**src/rtl/efuse_pkg.sv**
```systemverilog
// Shared types and constants for the eFuse access arbiter: FSM states,
// controller mode codes and default timing.
package efuse_pkg;

    typedef enum logic [2:0] {
        ST_IDLE    = 3'd0,
        ST_SETUP   = 3'd1,
        ST_START   = 3'd2,
        ST_WAIT    = 3'd3,
        ST_CAPTURE = 3'd4,
        ST_DONE    = 3'd5
    } efuse_state_t;

    localparam logic [1:0] MODE_IDLE = 2'b00;
    localparam logic [1:0] MODE_PROG = 2'b01;
    localparam logic [1:0] MODE_READ = 2'b10;

    localparam int unsigned DEF_SETUP_CYC = 16;
    localparam int unsigned DEF_START_CYC = 20;
    localparam int unsigned DEF_PROG_WAIT = 12000;
    localparam int unsigned DEF_READ_WAIT = 400;

    function automatic int unsigned max4(input int unsigned a, input int unsigned b,
                                         input int unsigned c, input int unsigned d);
        int unsigned m;
        m = a;
        if (b > m) m = b;
        if (c > m) m = c;
        if (d > m) m = d;
        return m;
    endfunction

endpackage

```
**src/rtl/efuse_req_pending.sv**
```systemverilog
// Request pending latches and fixed-priority grant (boot read > program >
// slow-control read) for the eFuse access arbiter.
module efuse_req_pending (
    input  logic        clk,
    input  logic        rst,
    input  logic        i_boot_req,
    input  logic        i_rd_req,
    input  logic        i_pg_req,
    input  logic [31:0] i_pg_data,
    input  logic        i_pg_block,
    input  logic        i_grant_en,
    output logic        o_grant_boot,
    output logic        o_grant_pg,
    output logic        o_grant_rd,
    output logic [31:0] o_pg_word
);

    logic        r_pend_boot;
    logic        r_pend_pg;
    logic        r_pend_rd;
    logic [31:0] r_pg_word;
    logic        w_pg_accept;

    assign w_pg_accept = i_pg_req & ~i_pg_block;
    assign o_pg_word   = r_pg_word;

    always_comb begin
        o_grant_boot = 1'b0;
        o_grant_pg   = 1'b0;
        o_grant_rd   = 1'b0;
        if (i_grant_en) begin
            if (r_pend_boot)     o_grant_boot = 1'b1;
            else if (r_pend_pg)  o_grant_pg   = 1'b1;
            else if (r_pend_rd)  o_grant_rd   = 1'b1;
        end
    end

    // A request arriving on the cycle its own bit is granted re-arms the bit.
    always_ff @(posedge clk or posedge rst) begin
        if (rst) begin
            r_pend_boot <= 1'b0;
            r_pend_pg   <= 1'b0;
            r_pend_rd   <= 1'b0;
            r_pg_word   <= '0;
        end else begin
            r_pend_boot <= (r_pend_boot & ~o_grant_boot) | i_boot_req;
            r_pend_pg   <= (r_pend_pg & ~o_grant_pg) | w_pg_accept;
            r_pend_rd   <= (r_pend_rd & ~o_grant_rd) | i_rd_req;
            if (w_pg_accept) r_pg_word <= i_pg_data;
        end
    end

endmodule

```
**src/rtl/efuse_access_arbiter.sv**
```systemverilog
// Arbitrates boot and slow-control eFuse accesses and sequences the eFuse
// controller. Define EFUSE_PROG_LOCK_EN to lock out programming after one pass.
module efuse_access_arbiter #(
    parameter int unsigned SETUP_CYC = efuse_pkg::DEF_SETUP_CYC,
    parameter int unsigned START_CYC = efuse_pkg::DEF_START_CYC,
    parameter int unsigned PROG_WAIT = efuse_pkg::DEF_PROG_WAIT,
    parameter int unsigned READ_WAIT = efuse_pkg::DEF_READ_WAIT
) (
    input  logic        clk,
    input  logic        rst,
    input  logic        boot_req,
    input  logic        sc_rd_req,
    input  logic        sc_pg_req,
    input  logic [31:0] sc_pg_data,
    output logic [1:0]  ctrl_mode,
    output logic        ctrl_start,
    output logic [31:0] ctrl_prog,
    input  logic [31:0] efuse_q,
    output logic [31:0] q_data,
    output logic        q_valid,
    output logic        busy,
    output logic        done,
    output logic        err
);
    import efuse_pkg::*;

    localparam int unsigned CNT_MAX = max4(SETUP_CYC, START_CYC, PROG_WAIT, READ_WAIT);
    localparam int unsigned CNT_W   = $clog2(CNT_MAX + 1);

    efuse_state_t     r_state;
    efuse_state_t     w_state_next;
    logic [CNT_W-1:0] r_cnt;
    logic [CNT_W-1:0] w_term;
    logic             w_cnt_hit;
    logic [1:0]       r_mode;
    logic [31:0]      r_prog_word;
    logic [31:0]      r_q_data;
    logic             r_q_valid;
    logic             w_grant_boot;
    logic             w_grant_pg;
    logic             w_grant_rd;
    logic             w_grant_any;
    logic [31:0]      w_pg_word;
    logic             w_pg_block;

    efuse_req_pending u_pending (
        .clk          (clk),
        .rst          (rst),
        .i_boot_req   (boot_req),
        .i_rd_req     (sc_rd_req),
        .i_pg_req     (sc_pg_req),
        .i_pg_data    (sc_pg_data),
        .i_pg_block   (w_pg_block),
        .i_grant_en   (r_state == ST_IDLE),
        .o_grant_boot (w_grant_boot),
        .o_grant_pg   (w_grant_pg),
        .o_grant_rd   (w_grant_rd),
        .o_pg_word    (w_pg_word)
    );

    assign w_grant_any = w_grant_boot | w_grant_pg | w_grant_rd;

    always_comb begin
        w_term = '0;
        case (r_state)
            ST_SETUP: w_term = CNT_W'(SETUP_CYC - 1);
            ST_START: w_term = CNT_W'(START_CYC - 1);
            ST_WAIT:  w_term = (r_mode == MODE_READ) ? CNT_W'(READ_WAIT - 1)
                                                     : CNT_W'(PROG_WAIT - 1);
            default:  w_term = '0;
        endcase
    end

    assign w_cnt_hit = (r_cnt >= w_term);

    always_comb begin
        w_state_next = r_state;
        ctrl_mode    = (r_state == ST_IDLE) ? MODE_IDLE : r_mode;
        ctrl_start   = (r_state == ST_START);
        busy         = (r_state != ST_IDLE);
        done         = (r_state == ST_DONE);
        case (r_state)
            ST_IDLE:    if (w_grant_any) w_state_next = ST_SETUP;
            ST_SETUP:   if (w_cnt_hit)   w_state_next = ST_START;
            ST_START:   if (w_cnt_hit)   w_state_next = ST_WAIT;
            ST_WAIT: begin
                if (w_cnt_hit)
                    w_state_next = (r_mode == MODE_READ) ? ST_CAPTURE : ST_DONE;
            end
            ST_CAPTURE: w_state_next = ST_DONE;
            ST_DONE:    w_state_next = ST_IDLE;
            default:    w_state_next = ST_IDLE;
        endcase
    end

    // Counter restarts on every state change and holds once it reaches the
    // terminal count of the current state.
    always_ff @(posedge clk or posedge rst) begin
        if (rst) begin
            r_state <= ST_IDLE;
            r_cnt   <= '0;
        end else begin
            r_state <= w_state_next;
            if (w_state_next != r_state)
                r_cnt <= '0;
            else if (!w_cnt_hit)
                r_cnt <= r_cnt + CNT_W'(1);
        end
    end

    always_ff @(posedge clk or posedge rst) begin
        if (rst) begin
            r_mode      <= MODE_IDLE;
            r_prog_word <= '0;
            r_q_data    <= '0;
            r_q_valid   <= 1'b0;
        end else begin
            if (w_grant_any) begin
                r_mode    <= w_grant_pg ? MODE_PROG : MODE_READ;
                r_q_valid <= 1'b0;
            end
            if (w_grant_pg) r_prog_word <= w_pg_word;
            if (r_state == ST_CAPTURE) begin
                r_q_data  <= efuse_q;
                r_q_valid <= 1'b1;
            end
        end
    end

    assign ctrl_prog = r_prog_word;
    assign q_data    = r_q_data;
    assign q_valid   = r_q_valid;

`ifdef EFUSE_PROG_LOCK_EN
    logic r_lock;
    logic r_err;

    always_ff @(posedge clk or posedge rst) begin
        if (rst) begin
            r_lock <= 1'b0;
            r_err  <= 1'b0;
        end else begin
            if (r_state == ST_DONE && r_mode == MODE_PROG) r_lock <= 1'b1;
            r_err <= sc_pg_req & r_lock;
        end
    end

    assign w_pg_block = r_lock;
    assign err        = r_err;
`else
    assign w_pg_block = 1'b0;
    assign err        = 1'b0;
`endif

endmodule

```
**config.mk**
```make
export PLATFORM = sky130hd
export DESIGN_NAME = efuse_access_arbiter
export DESIGN_NICKNAME = d
export VERILOG_FILES = /design/src/rtl/efuse_pkg.sv /design/src/rtl/efuse_req_pending.sv /design/src/rtl/efuse_access_arbiter.sv
export SDC_FILE = /design/constraint.sdc
export NUM_CORES = 1
export LEC_CHECK = 0
export CAP_MARGIN = 20
export CORE_ASPECT_RATIO = 0.5
export CORE_UTILIZATION = 30
export CTS_CLUSTER_SIZE = 28
export DETAILED_ROUTE_END_ITERATION = 12
export HOLD_SLACK_MARGIN = 0.1
export PLACE_DENSITY = 0.65
export REMOVE_ABC_BUFFERS = 1
export SLEW_MARGIN = 20
export SYNTH_ARGS = -nofsm -noshare
export SYNTH_HDL_FRONTEND = slang
export SYNTH_SLANG_ARGS = --single-unit
```
**constraint.sdc**
```tcl
create_clock -name clk -period 5.7 [get_ports clk]
set_input_delay 1.14 -clock clk [delete_from_list [all_inputs] [get_ports clk]]
set_output_delay 1.14 -clock clk [all_outputs]
set_load 0.03 [all_outputs]
```
==> metrics.yaml <==
outcome:
  outcome: "finished, final reports clean"
drt:
  firstDrtPassIters: 4
  initialDrtViolationCount: 112
  num_vias: 3522
  routedWlPerCell_um: 15.2
  vias_per_cell: 4.68
  drc_errors: 0
  totalWireLength_um: 11500
  ant_nets: 0
synth:
  async_flop_share_pct: 100
  synthXorXnorAreaFrac_pct: 0.170
  yosys.area_share.simple_pct: 6.82
  syn_inst: 369
  synth_compound_area_share_pct: 9.06
  muxShareOfSynthArea_pct: 21.0
  syn-mean-instance-area_um2: 14.0
  ys_ff_latch: 119
  yosysTopAreaCell: "dfrtp_1"
  synth_edf_count: 0
  synthTopCellsByCount: "dfrtp_1 (119), mux2_2 (96), ha_1 (12), clkbuf_1 (11), nand2_1 (10)"
  yosysSeqAreaShare_pct: 57.8
  synthAdderAreaFrac_pct: 2.91
  synth_top_family_by_area: "multiplexers"
  synthTopCellsByArea: "dfrtp_1 (58%), mux2_2 (21%), ha_1 (2.9%)"
  yosysUniqueCellTypes: 48
  yosysTopAreaCellShare_pct: 57.8
  ys.flop_type: "dfrtp_1"
  syn_area_um2: 5150
  synthMostInstantiatedCell: "dfrtp_1"
  yosysWarnings: 0
placement:
  dpl.hpwl_um: 7780
  io_buffers: 138
  place_congestion: 0.789
  dp_slack_ns: 2.46
  placed_area_um2: 6780
grt:
  grt_max_degree: 50
  grt_pass1_vias: 3527
  gr-total-overflow: 0
  grt_usage_pct: 13.6
  antenna_found_initial: 0
  grt_pass1_wl_um: 18700
worst_setup_path:
  crit_slowest_cell: "clkdlybuf4s50_1"
  rr_startpoint: "r_state[2]$_DFF_PP0_"
  cp.required_ns: 4.56
  cp-startpoint: "r_state[1]$_DFF_PP0_"
  crit_chain: "nor3_1 -> inv_1 -> and2_1 -> clkdlybuf4s50_1"
  crit_fanout: 9
  critical_path_class: "register to output pin"
  arrival_ns: 2.28
  start_kind: "register"
  critPathMaxStageDelay_ns: 0.60
  end_kind: "output pin"
  crit_buf_inv: 2
  path_delay_family: "buffers and inverters"
sta:
  rsz0062_at_grt: "false"
  finalClockSkew_ns: 0.00494
  setup_viol: 0
  slew_violations: 0
  period_minus_slack_ns: 3.42
  slew-limit-headroom_pct: 43.6
  setup_tns_ns: 0
  finalCritPeriodShare_pct: 59.9
  hold_violations: 0
  fmax_ghz: 0.293
  tightest_slew_ns: 0.844
  worst_slack_ns: 2.28
cells_and_area:
  drive_gt1_share_pct: 27.4
  fin_util_pct: 44.4
  area_growth_pct: 43.0
  final_nets: 594
  n_antenna_cell: 0
  fin_area_um2: 7370
power:
  p_seq_share_pct: 42.2
  power_density_nw_per_um2: 285
  leakage_nw: 3.26
  power.share.clock_pct: 51.2
  power_switching_w: 0.000492
  internal-power_w: 0.00161
  ir_drop_uv: 203
  p_total_w: 0.00210
  swShare_pct: 23.4
  combPwrFrac_pct: 6.6
clocking:
  cts_tree: "built"
  ctsResizeCount: 0
  clkLatencyLatePin_ns: 0.41
  cts.sinks: 119
  clockBufferDepth: 2
  clockRootBuffer: "clkbuf_16"
  cts_buffers: 17
  clkSlewWorstSetupHoldPaths_ns: 0.06
  htreeDepth: 4
  post_cts_buffers: 0
  hold_buffers: 0
floorplanning:
  die_y_um: 94.7
  core_um2: 16600
  die_area_um2: 17700
  dieWidth_um: 187
  rows: 33
  ios: 140
  start_util_pct: 31.0
min_path:
  holdCritStartpoint: "q_valid$_DFFE_PP0P_"
  holdCritPathClass: "register to register"
job:
  cap_viol_max_count: 0
[final timing paths]
kind / to / slack (ns) / cells after the start
max: ctrl_mode[0] / 2.28 / 4
min: q_valid$_DFFE_PP0P_ / 0.48 / 1
max reg2reg: r_cnt[13]$_DFFE_PP0P_ / 2.41 / 8
min reg2reg: q_valid$_DFFE_PP0P_ / 0.48 / 1
max in group asynchronous: q_data[12]$_DFFE_PP0P_ / 3.73 / 3
min in group asynchronous: ctrl_prog[31]$_DFFE_PP0P_ / 1.04 / 2
[flip-flops by register name (all words and copies together) (netlist names)]
register / count
ctrl_prog: 32
q_data: 32
u_pending.o_pg_word: 32
r_cnt: 14
r_state: 3
r_mode: 2
q_valid: 1
u_pending.r_pend_boot: 1
u_pending.r_pend_pg: 1
u_pending.r_pend_rd: 1
[cells in the final DEF (no fill, tap or decap), types with 5 or more instances in the layout]
master             n
a211oi_1           9
inv_1              5
nand3_1            5
dfrtp_1          119
o31ai_1            9
or4_1              7
buf_4              5
clkbuf_16         17
nand2_1           10
o21ai_0            6
clkdlybuf4s50_1  138
ha_1              12
inv_6              6
mux2_2            96
a21o_1             5
a21oi_1            5
nor2_1             6
[cells by family after synthesis]
family	Yosys count
flops	119
mux	96
simple gates	59
compound gates	57
buf+inv	24
fa+ha+maj	12
other cells	1
xor+xnor	1
[power by group through the flow]
stage / clock network (W) / registers, W / logic [W]
final: 0.00108 / 0.000887 / 0.000138
after global routing: 0.00115 / 0.000891 / 0.000151
after CTS: 0.00111 / 0.000887 / 0.000142
after detailed placement: 0 / 0.000903 / 0.000141
after global placement: 0 / 0.000901 / 0.000138
after floorplan: 0 / 0.000911 / 0.0000524
[cell type report]
class	instances	area (µm²)
fill	1534	9230
sequential	119	2980
multi-input combinational	226	2070
timing repair buffer	143	1420
clock buffer	18	429
tap	227	284
clock inverter	14	163
inverter	6	25.0
[metal layers]
metal / vias up / wire length, µm / global-route usage, %
met1: 1789 / 5110 / 16.7
met4: 0 / 108 / 5.19
met5: - / 0 / 0
met3: 12 / 412 / 3.64
met2: 57 / 5820 / 22.9
li1: 1664 / - / -
[stage by stage]
| step | instances | hold WS (ns) |
|---|---|---|
| floorplan | 351 | 0.452 |
| global placement | 721 | 0.470 |
| detailed placement | 721 | 0.466 |
| CTS | 753 | 0.479 |
| global route | 753 | 0.512 |
| finish | 753 | 0.477 |
(Power assumes the default switching activity.)
